### config.mk
export PLATFORM = sky130hd
export DESIGN_NAME = dmem_arbiter_flat
export DESIGN_NICKNAME = d
export VERILOG_FILES = /design/src/rtl/dmem_arbiter_if.sv /design/src/rtl/dmem_arbiter.sv /design/src/flat_wrapper.sv
export SDC_FILE = /design/constraint.sdc
export NUM_CORES = 1
export LEC_CHECK = 0
export ABC_AREA = 1
export ABC_CLOCK_PERIOD_IN_PS = 2100
export CORE_UTILIZATION = 45
export CTS_CLUSTER_DIAMETER = 150
export CTS_CLUSTER_SIZE = 40
export DETAILED_ROUTE_END_ITERATION = 10
export PLACE_DENSITY = 0.82
export SLEW_MARGIN = 20
export SYNTH_ARGS = -nofsm -noshare
export SYNTH_HDL_FRONTEND = slang
export SYNTH_SLANG_ARGS = --single-unit
### constraint.sdc
create_clock -name clk -period 2.1 [get_ports clk]
set_input_delay 0.315 -clock clk [delete_from_list [all_inputs] [get_ports clk]]
set_output_delay 0.315 -clock clk [all_outputs]
set_load 0.005 [all_outputs]
### src/rtl/dmem_arbiter_if.sv
// Requester-side bus of the data-memory arbiter: two request/ack ports
// (m0 = core load/store unit, m1 = loader/DMA).
interface dmem_arbiter_if #(
    parameter int ADDR_W = 17
);
    logic              m0_req;
    logic              m0_we;
    logic [1:0]        m0_size;
    logic [ADDR_W-1:0] m0_addr;
    logic [31:0]       m0_wdata;
    logic              m0_ack;
    logic              m0_err;
    logic [31:0]       m0_rdata;

    logic              m1_req;
    logic              m1_we;
    logic [1:0]        m1_size;
    logic [ADDR_W-1:0] m1_addr;
    logic [31:0]       m1_wdata;
    logic              m1_ack;
    logic              m1_err;
    logic [31:0]       m1_rdata;

    modport master (
        output m0_req, m0_we, m0_size, m0_addr, m0_wdata,
        output m1_req, m1_we, m1_size, m1_addr, m1_wdata,
        input  m0_ack, m0_err, m0_rdata,
        input  m1_ack, m1_err, m1_rdata
    );

    modport slave (
        input  m0_req, m0_we, m0_size, m0_addr, m0_wdata,
        input  m1_req, m1_we, m1_size, m1_addr, m1_wdata,
        output m0_ack, m0_err, m0_rdata,
        output m1_ack, m1_err, m1_rdata
    );
endinterface

### src/rtl/dmem_arbiter.sv
// Round-robin arbiter sharing one word-organised data memory between two requesters,
// with read-modify-write for sub-word stores. Optional perf counters: DMEM_ARB_PERF_EN.
module dmem_arbiter #(
    parameter int ADDR_W        = 17,
    parameter bit RR_RESET_PRIO = 1'b0
) (
    input  logic              clk,
    input  logic              rst_n,
    dmem_arbiter_if.slave     bus,
    output logic [ADDR_W-1:0] mem_address,
    output logic [31:0]       mem_writeData,
    output logic              mem_writeEnable,
    input  logic [31:0]       mem_readData,
    output logic [31:0]       perf_cnt0,
    output logic [31:0]       perf_cnt1
);

    typedef enum logic [1:0] {
        IDLE = 2'b00,
        XFER = 2'b01,
        WR2  = 2'b10,
        DONE = 2'b11
    } state_t;

    state_t            r_state;
    state_t            w_state_nx;

    logic              r_gnt;
    logic              r_last_gnt;
    logic              r_we;
    logic [1:0]        r_size;
    logic [ADDR_W-1:0] r_addr;
    logic [31:0]       r_wdata;
    logic [31:0]       r_merge;
    logic              r_ack0, r_ack1, r_err0, r_err1;
    logic [31:0]       r_rdata0, r_rdata1;

    logic              w_any_req;
    logic              w_win;
    logic              w_sel_we;
    logic [1:0]        w_sel_size;
    logic [ADDR_W-1:0] w_sel_addr;
    logic [31:0]       w_sel_wdata;
    logic              w_sel_err;
    logic              w_ack_set;
    logic              w_ack_gnt;
    logic              w_ack_err;
    logic              w_we_raw;

    function automatic logic f_misaligned(input logic [1:0] size, input logic [1:0] lo);
        logic bad;
        case (size)
            2'b00:   bad = 1'b0;
            2'b01:   bad = lo[0];
            2'b10:   bad = (lo != 2'b00);
            default: bad = 1'b1;
        endcase
        return bad;
    endfunction

    function automatic logic [31:0] f_merge(input logic [31:0] old, input logic [31:0] wd,
                                            input logic [1:0] size, input logic [1:0] lo);
        logic [31:0] res;
        res = old;
        case (size)
            2'b00:   res[{lo, 3'b000} +: 8] = wd[7:0];
            2'b01:   res[{lo[1], 4'b0000} +: 16] = wd[15:0];
            default: res = old;
        endcase
        return res;
    endfunction

    // Winner selection: a lone request wins, contention goes to the port not granted last.
    always_comb begin
        w_any_req = bus.m0_req | bus.m1_req;
        if (bus.m0_req && bus.m1_req) begin
            w_win = ~r_last_gnt;
        end else begin
            w_win = bus.m1_req;
        end
        if (w_win) begin
            w_sel_we    = bus.m1_we;
            w_sel_size  = bus.m1_size;
            w_sel_addr  = bus.m1_addr;
            w_sel_wdata = bus.m1_wdata;
        end else begin
            w_sel_we    = bus.m0_we;
            w_sel_size  = bus.m0_size;
            w_sel_addr  = bus.m0_addr;
            w_sel_wdata = bus.m0_wdata;
        end
        w_sel_err = f_misaligned(w_sel_size, w_sel_addr[1:0]);
    end

    // State register.
    always_ff @(posedge clk) begin
        if (!rst_n) begin
            r_state <= IDLE;
        end else begin
            r_state <= w_state_nx;
        end
    end

    // Next-state and memory-side outputs.
    always_comb begin
        w_state_nx    = r_state;
        mem_address   = {ADDR_W{1'b0}};
        mem_writeData = 32'h0;
        w_we_raw      = 1'b0;
        case (r_state)
            IDLE: begin
                if (w_any_req) begin
                    w_state_nx = w_sel_err ? DONE : XFER;
                end else begin
                    w_state_nx = IDLE;
                end
            end
            XFER: begin
                mem_address = r_addr;
                if (!r_we) begin
                    w_state_nx = DONE;
                end else if (r_size == 2'b10) begin
                    w_we_raw      = 1'b1;
                    mem_writeData = r_wdata;
                    w_state_nx    = DONE;
                end else begin
                    w_state_nx = WR2;
                end
            end
            WR2: begin
                mem_address   = r_addr;
                w_we_raw      = 1'b1;
                mem_writeData = r_merge;
                w_state_nx    = DONE;
            end
            DONE: begin
                w_state_nx = IDLE;
            end
            default: begin
                w_state_nx = IDLE;
            end
        endcase
    end

    // A write can never commit on an edge where reset is asserted.
    assign mem_writeEnable = w_we_raw & rst_n;

    // Completion: errors ack straight from IDLE, everything else once it reaches DONE.
    always_comb begin
        w_ack_set = 1'b0;
        w_ack_gnt = r_gnt;
        w_ack_err = 1'b0;
        case (r_state)
            IDLE: begin
                w_ack_set = w_any_req & w_sel_err;
                w_ack_gnt = w_win;
                w_ack_err = w_sel_err;
            end
            XFER:    w_ack_set = (w_state_nx == DONE);
            WR2:     w_ack_set = 1'b1;
            default: w_ack_set = 1'b0;
        endcase
    end

    // Transaction latch, RMW merge, read capture and registered requester outputs.
    always_ff @(posedge clk) begin
        if (!rst_n) begin
            r_gnt      <= 1'b0;
            r_last_gnt <= ~RR_RESET_PRIO;
            r_we       <= 1'b0;
            r_size     <= 2'b00;
            r_addr     <= {ADDR_W{1'b0}};
            r_wdata    <= 32'h0;
            r_merge    <= 32'h0;
            r_ack0     <= 1'b0;
            r_ack1     <= 1'b0;
            r_err0     <= 1'b0;
            r_err1     <= 1'b0;
            r_rdata0   <= 32'h0;
            r_rdata1   <= 32'h0;
        end else begin
            r_ack0 <= w_ack_set & ~w_ack_gnt;
            r_ack1 <= w_ack_set & w_ack_gnt;
            r_err0 <= w_ack_set & ~w_ack_gnt & w_ack_err;
            r_err1 <= w_ack_set & w_ack_gnt & w_ack_err;
            if ((r_state == IDLE) && w_any_req) begin
                r_gnt      <= w_win;
                r_last_gnt <= w_win;
                r_we       <= w_sel_we;
                r_size     <= w_sel_size;
                r_addr     <= w_sel_addr;
                r_wdata    <= w_sel_wdata;
                if (w_sel_err && !w_win) begin
                    r_rdata0 <= 32'h0;
                end else if (w_sel_err && w_win) begin
                    r_rdata1 <= 32'h0;
                end
            end else if (r_state == XFER) begin
                if (!r_we && !r_gnt) begin
                    r_rdata0 <= mem_readData;
                end else if (!r_we && r_gnt) begin
                    r_rdata1 <= mem_readData;
                end
                r_merge <= f_merge(mem_readData, r_wdata, r_size, r_addr[1:0]);
            end
        end
    end

    assign bus.m0_ack   = r_ack0;
    assign bus.m1_ack   = r_ack1;
    assign bus.m0_err   = r_err0;
    assign bus.m1_err   = r_err1;
    assign bus.m0_rdata = r_rdata0;
    assign bus.m1_rdata = r_rdata1;

`ifdef DMEM_ARB_PERF_EN
    logic [31:0] r_perf0, r_perf1;

    // Completed-transaction counters, errored acks included; wrap naturally.
    always_ff @(posedge clk) begin
        if (!rst_n) begin
            r_perf0 <= 32'h0;
            r_perf1 <= 32'h0;
        end else begin
            r_perf0 <= r_perf0 + {31'h0, r_ack0};
            r_perf1 <= r_perf1 + {31'h0, r_ack1};
        end
    end

    assign perf_cnt0 = r_perf0;
    assign perf_cnt1 = r_perf1;
`else
    assign perf_cnt0 = 32'h0;
    assign perf_cnt1 = 32'h0;
`endif

endmodule

### src/flat_wrapper.sv
// flat-port wrapper written by rule: the top's interface ports become plain ports
module dmem_arbiter_flat 
#(
    parameter int ADDR_W        = 17,
    parameter bit RR_RESET_PRIO = 1'b0
)
  (clk, rst_n, mem_address, mem_writeData, mem_writeEnable, mem_readData, perf_cnt0, perf_cnt1, bus_m0_req, bus_m0_we, bus_m0_size, bus_m0_addr, bus_m0_wdata, bus_m1_req, bus_m1_we, bus_m1_size, bus_m1_addr, bus_m1_wdata, bus_m0_ack, bus_m0_err, bus_m0_rdata, bus_m1_ack, bus_m1_err, bus_m1_rdata);
  dmem_arbiter_if #(.ADDR_W(ADDR_W)) bus_i ();
  input  logic clk;
  input  logic rst_n;
  output logic [ADDR_W-1:0] mem_address;
  output logic [31:0] mem_writeData;
  output logic mem_writeEnable;
  input  logic [31:0] mem_readData;
  output logic [31:0] perf_cnt0;
  output logic [31:0] perf_cnt1;
  input wire logic [$bits(bus_i.m0_req)-1:0] bus_m0_req;
  input wire logic [$bits(bus_i.m0_we)-1:0] bus_m0_we;
  input wire logic [$bits(bus_i.m0_size)-1:0] bus_m0_size;
  input wire logic [$bits(bus_i.m0_addr)-1:0] bus_m0_addr;
  input wire logic [$bits(bus_i.m0_wdata)-1:0] bus_m0_wdata;
  input wire logic [$bits(bus_i.m1_req)-1:0] bus_m1_req;
  input wire logic [$bits(bus_i.m1_we)-1:0] bus_m1_we;
  input wire logic [$bits(bus_i.m1_size)-1:0] bus_m1_size;
  input wire logic [$bits(bus_i.m1_addr)-1:0] bus_m1_addr;
  input wire logic [$bits(bus_i.m1_wdata)-1:0] bus_m1_wdata;
  output wire logic [$bits(bus_i.m0_ack)-1:0] bus_m0_ack;
  output wire logic [$bits(bus_i.m0_err)-1:0] bus_m0_err;
  output wire logic [$bits(bus_i.m0_rdata)-1:0] bus_m0_rdata;
  output wire logic [$bits(bus_i.m1_ack)-1:0] bus_m1_ack;
  output wire logic [$bits(bus_i.m1_err)-1:0] bus_m1_err;
  output wire logic [$bits(bus_i.m1_rdata)-1:0] bus_m1_rdata;
  assign bus_i.m0_req = bus_m0_req;
  assign bus_i.m0_we = bus_m0_we;
  assign bus_i.m0_size = bus_m0_size;
  assign bus_i.m0_addr = bus_m0_addr;
  assign bus_i.m0_wdata = bus_m0_wdata;
  assign bus_i.m1_req = bus_m1_req;
  assign bus_i.m1_we = bus_m1_we;
  assign bus_i.m1_size = bus_m1_size;
  assign bus_i.m1_addr = bus_m1_addr;
  assign bus_i.m1_wdata = bus_m1_wdata;
  assign bus_m0_ack = bus_i.m0_ack;
  assign bus_m0_err = bus_i.m0_err;
  assign bus_m0_rdata = bus_i.m0_rdata;
  assign bus_m1_ack = bus_i.m1_ack;
  assign bus_m1_err = bus_i.m1_err;
  assign bus_m1_rdata = bus_i.m1_rdata;
  dmem_arbiter #(.ADDR_W(ADDR_W), .RR_RESET_PRIO(RR_RESET_PRIO)) u_core (.clk(clk), .rst_n(rst_n), .bus(bus_i), .mem_address(mem_address), .mem_writeData(mem_writeData), .mem_writeEnable(mem_writeEnable), .mem_readData(mem_readData), .perf_cnt0(perf_cnt0), .perf_cnt1(perf_cnt1));
endmodule
==> run metrics, run 1 <==
total track usage 29.8%; H-tree depth 4; critical path class register to primary output; Fin Setup TNS -64.3 ps; Worst-path clk slew 60 ps; io pins 322; Startpoint Class register; Worst-Skew Late Latency 430 ps; Setup violations, final 4; area delta synth->final 43.7%; pin count of the biggest net entering global routing 150; multiplexer area fraction after synthesis 0%; Synth Flop Type dfxtp_1; Post-Synth XOR/XNOR Area 0%; Via Count 9543; min Tclk post-route 2120 ps; Fillers 1628; violated checks setup timing; Vias/cell 5.38; WL/cell 17.0 um; Async SR Flop Fraction 0%; Synth Area in Simple Gates 26.8%; Hold Crit Class input port to register; CTS Hold Buffers Added 0; vias in the first global route 8606; Post-synth EDFFs 0; Final Hold Viols 0; RD Place Congestion 0.899; worst-path fanout max 8; Synth Instances 1256; largest family of logic cells by synthesized area simple AND/OR/NAND/NOR gates; cell taking the most area after synthesis dfxtp_1; number of max-cap violations 0; core box area 18800 um^2; count leader, synth nand2_1; Tightest Pin Transition 700 ps; initial antenna violation count 0; # DRC 0; synthesized cell area 8620 um^2; synth unique cells 35; sequential share of the synthesized area 36.2%; Sinks on Clock Net 156; Critical Path RT 1780 ps; top cells by area, synth dfxtp_1, nand2_1, a21oi_1; reg2reg start u_core.r_state[1]; final period utilization 101%; ant diodes 0; VDD IR max 0.721 mV; Synth Area in Compound Gates 21.0%; Row Count 50; CP Launch Point u_core.r_state[1]; Avg Inst Size Synth 6.86 um^2; Root Driver clkbuf_16; die width 140 um; leakage 0.00551 uW; Final Max Tran Viols 0; full die area 19700 um^2; ratio of cells with drive above 1 in the final layout 13.5%; Max Clock Freq 0.471 GHz; DRT antenna net count 0; Hold WS 356 ps; Yosys warnings 0; PD cells 1020 nW/um^2; CP endpoint kind primary output; TritonRoute pass-1 iters 6; top cells by count, synth nand2_1, dfxtp_1, a21oi_1; crit path setup slack, layout -21.9 ps; first-pass GRT wire length 46000 um; Routed WL 30100 um; Initial Utilization 45.9%; area share of the leading cell type in the synthesized netlist 36.2%; RSZ-0062 raised after global routing yes; Detailed Place HPWL 21200 um; clock tree buffer depth 2; flops & latches, synth 156; HP Start rst_n; worst rel slew slack 53.4%; status finished with violations; die height 140 um; total gr overflow 0; adder-cell share of the synthesized area 1.45%; WP data arrival 1810 ps; # port buffers 257; CTS tree built; Max Clock Skew 8.22 ps; Iteration-0 DRC Markers 862; nets 1677; total CTS buffers 17
worst paths after layout:
| check | end | slack (ps) | depth (start not counted) |
|---|---|---|---|
| setup / recovery | mem_writeData[19] | -20 | 10 |
| hold / removal | u_core.r_state[1] | 360 | 4 |
| setup reg to reg | u_core.bus.m1_rdata[1] | 180 | 10 |
| hold reg to reg | u_core.bus.m1_rdata[29] | 480 | 2 |
flip-flops by register name, summed over array words and instances, names as in the netlist:
signal and cells:
u_core.r_gnt 1, u_core.r_wdata 32, u_core.bus.m0_ack 1, u_core.r_addr 17
u_core.bus.m1_err 1, u_core.r_merge 32, u_core.bus.m0_rdata 32, u_core.r_size 2
u_core.bus.m0_err 1, u_core.bus.m1_ack 1, u_core.r_we 1, u_core.r_state 2
u_core.bus.m1_rdata 32, u_core.r_last_gnt 1
per-stage QoR:
step           setup slack, ps  utilization (%)  cell area (um^2)  power [uW]  std cells
2_1_floorplan              337                -              8850        6800       1319
3_3_place_gp              -121             61.6             11600        8870       1733
3_5_place_dp              -200             61.6             11600        8990       1733
4_1_cts                  -76.0             65.8             12300       12500       1772
5_1_grt                  -84.1             66.0             12400       13200       1773
6_report                 -21.9             66.0             12400       12600       1773
power breakdown:
part           internal, uW  switching, uW  leakage [uW]
logic                  2370           2850       0.00392
clock network          2040           1260      0.000302
registers              3640            431       0.00129
total                  8050           4540       0.00551
worst max-delay path, cell delays in order, from the launching register on:
cell and delay, ps:
dfxtp_2 360, inv_4 60, ha_4 170, nand3_4 110, clkinv_4 80, buf_6 120
buf_12 130, buf_6 120, nand2_1 50, a21oi_1 50, buf_2 130
area by class of cell:
type | instances | area (um^2) | area share, %
multi-input cells | 919 | 4670 | 37.7
repair buffers | 347 | 3340 | 27.0
flip-flops and latches | 156 | 3130 | 25.3
clock buffers | 20 | 457 | 3.69
inverters | 86 | 332 | 2.68
well taps | 234 | 293 | 2.36
clock inverters | 11 | 168 | 1.35
cells by family after synthesis:
| group | Yosys count |
|---|---|
| and+or+nand+nor | 530 |
| AOI/OAI and AO/OA | 315 |
| buffers and inverters | 244 |
| DFF | 156 |
| adders and majority gates | 10 |
| other | 1 |
routing by layer:
| layer | routed length (um) | global-route usage, % |
|---|---|---|
| met1 | 12300 | 38.0 |
| met2 | 14000 | 48.9 |
| met3 | 2870 | 6.43 |
| met4 | 940 | 12.3 |
| met5 | 0 | 0 |
cells in the final DEF, fill, tap and decap left out, types with 9 or more instances in the layout:
cell	netlist	layout
o22ai_1	14	14
inv_1	83	77
a31oi_1	47	47
o21ai_0	88	88
buf_2	10	32
nor2_1	113	112
o211ai_1	9	9
a221oi_1	25	25
dlygate4sd2_1	0	17
nand2_2	2	9
clkbuf_16	0	17
nand3_1	19	18
conb_1	1	64
nand3b_1	60	60
nand2_1	318	309
a21oi_1	118	98
a21oi_2	0	20
nand4_1	12	12
buf_12	0	16
buf_4	65	67
clkdlybuf4s50_1	0	206
dfxtp_1	156	153
repair_timing:
| action | CTS | global route |
|---|---|---|
| pin swaps | 11 | 13 |
| gates cloned | 4 | 0 |
| buffers inserted | 4 | 3 |
| resized for setup | 201 | 16 |
| endpoints found under the setup margin | 50 | 33 |
No activity file was read; power rests on OpenSTA's default activity.
==> run 2: changes to the inputs <==
Settings changed: ABC_CLOCK_PERIOD_IN_PS 2100 to 2150, CAP_MARGIN set to 20.
Clock period 2.1 ns to 2.15 ns, I/O delays scaled along.
==> run 2 against run 1 <==
Effect of this change: the flow still finishes with violations (setup timing); first-iteration DRC count increased by 1.4%; die area unchanged; cell area down 0.96%; hold slack got worse by 65 ps; register-to-register slack got worse by 20 ps; global-route usage grew 0.052 points; worst setup slack better by 4.6 ps; sequential cell count unchanged; sequential share of layout area up 0.23 points; non-clock buffer count is 12 lower; clock power shrank 7.0%; clock skew grew 7.0 ps.
==> run metrics, run 2 (same netlist as run 1, synthesis figures left out) <==
critical path class register to primary output (unchanged); pin count of the biggest net entering global routing 150 (unchanged); Reg power frac 32.7% (was 32.4%); VDD IR max 0.745 mV (was 0.721 mV); initial antenna violation count 0 (unchanged); Worst-path clk slew 60 ps (about the same); Tot Pwr 12200 uW (was 12600 uW); final period utilization 101%; CP endpoint kind primary output (unchanged); clock tree buffer depth 2 (unchanged); Psw 4430 uW (was 4540 uW); crit path setup slack, layout -17.3 ps (was -21.9 ps); Final Hold Viols 0 (unchanged); Worst-Skew Late Latency 440 ps (was 430 ps); ratio of cells with drive above 1 in the final layout 13.4% (was 13.5%); # DRC 0 (unchanged); ant diodes 0 (unchanged); Startpoint Class register (unchanged); CTS Hold Buffers Added 0 (unchanged); PD cells 990 nW/um^2 (was 1020 nW/um^2); full die area 19700 um^2 (unchanged); number of max-cap violations 0 (unchanged); core box area 18800 um^2 (unchanged); CTS tree built (unchanged); violated checks setup timing (unchanged); H-tree depth 4 (unchanged); Sw Ratio 36.4% (was 36.1%); Final Max Tran Viols 0 (unchanged); Hold Crit Class input port to register (unchanged); TritonRoute pass-1 iters 6 (unchanged); total gr overflow 0 (unchanged); Fillers 1632 (was 1628); Initial Utilization 45.9% (unchanged); DRT antenna net count 0 (unchanged); RD Place Congestion 0.930 (was 0.899); total track usage 29.9% (was 29.8%); leakage 0.00545 uW (was 0.00551 uW); area of the multi-input gates 4700 um^2 (was 4670 um^2); # port buffers 257 (unchanged); status finished with violations (unchanged); reg2reg start u_core.r_state[1] (unchanged); RSZ-0062 raised after global routing yes (unchanged); Setup violations, final 1 (was 4); Critical Path RT 1830 ps (was 1780 ps); most frequent cells in the layout nand2_1, clkdlybuf4s50_1, dfxtp_1, nor2_1, a21oi_1 (unchanged); sequential cell area 3130 um^2 (about the same); Hold WS 291 ps (was 356 ps); first-pass GRT wire length 46000 um (about the same); CP Capture Point mem_writeData[11] (was mem_writeData[19]); Row Count 50 (unchanged); worst-path fanout max 21 (was 8); internal power 7730 uW (was 8050 uW); die width 140 um (unchanged); Tightest Pin Transition 619 ps (was 700 ps); Root Driver clkbuf_16 (unchanged); Vias/cell 5.43 (was 5.38); area delta synth->final 42.4% (was 43.7%); Worst R2R Path Depth 7 (was 10); io pins 322 (unchanged); FF-to-FF End u_core.r_merge[7] (was u_core.bus.m1_rdata[1]); WL/cell 16.9 um (was 17.0 um); min Tclk post-route 2170 ps; Sinks on Clock Net 156 (unchanged); Iteration-0 DRC Markers 874 (was 862); Max Clock Freq 0.461 GHz; Comb pwr share 42.0% (was 41.4%); nets 1665 (was 1677); worst rel slew slack 58.7% (was 53.4%); Via Count 9556 (was 9543); R2R Setup Slk 160 ps (was 180 ps); total CTS buffers 17 (unchanged); Routed WL 29700 um (was 30100 um); pre-CTS setup slack -155 ps (was -200 ps); Max Clock Skew 15.2 ps (was 8.22 ps); most common cell after layout, fill and taps aside nand2_1 (unchanged); die height 140 um (unchanged); WP data arrival 1840 ps (was 1810 ps); Detailed Place HPWL 20900 um (was 21200 um); clock power share 25.2% (was 26.2%); CP Launch Point u_core.r_state[0] (was u_core.r_state[1]); vias in the first global route 8697 (was 8606)
[run 2: routing by layer]
metal	up-vias	wire length (um)	track usage, %
met4	0	694	11.0
li1	4580	-	-
met1	4406	12300	38.7
met3	57	2730	6.97
met2	513	13900	48.4
met5	-	0	0
[run 2: final cells by class]
type / count / area share [%]
flip-flops and latches: 156 / 25.5
multi-input cells: 919 / 38.3
repair buffers: 335 / 26.3
well taps: 234 / 2.39
inverters: 86 / 2.72
clock inverters: 11 / 1.18
clock buffers: 18 / 3.58
[run 2: worst min path at each step]
stage                     cells after the start                     from                      end
after floorplan                               2        u_core.r_last_gnt        u_core.r_last_gnt
after global placement                        2       u_core.r_merge[22]       u_core.r_merge[22]
after detailed placement                      2  u_core.bus.m1_rdata[10]  u_core.bus.m1_rdata[10]
after CTS                                     3                    rst_n        u_core.r_state[0]
after global routing                          3                    rst_n              u_core.r_we
final                                         3                    rst_n        u_core.r_state[0]
[run 2: stage by stage]
| step | setup TNS [ps] | cell area [um^2] | utilization [%] | instances |
|---|---|---|---|---|
| after global placement | -2510 | 11500 | 61.0 | 1720 |
| final | -17.3 | 12300 | 65.4 | 1759 |
| after CTS | -712 | 12300 | 65.3 | 1760 |
| after global routing | -437 | 12300 | 65.4 | 1759 |
| after floorplan | 0 | 8850 | - | 1319 |
| after detailed placement | -8960 | 11500 | 61.0 | 1720 |
[run 2: critical path, cell delays in order (launching register included)]
cell and delay, ps:
dfxtp_4 380, inv_4 50, ha_4 280, buf_4 120
inv_2 60, buf_12 160, a21oi_4 130, clkdlybuf4s15_2 220
[run 2: power by group through the flow]
stage / registers, uW / clock network [uW] / logic [uW]
CTS: 3950 / 3090 / 5010
global placement: 3970 / 0 / 4620
finish: 3980 / 3070 / 5110
detailed placement: 3990 / 0 / 4710
global route: 4040 / 3200 / 5570
floorplan: 3920 / 0 / 2720
[run 2: timing repair]
action                     CTS  global route
setup endpoints to repair   50            39
cloned                       4             1
resized for setup          175            56
setup buffers                7             0
pin swaps                    4            13
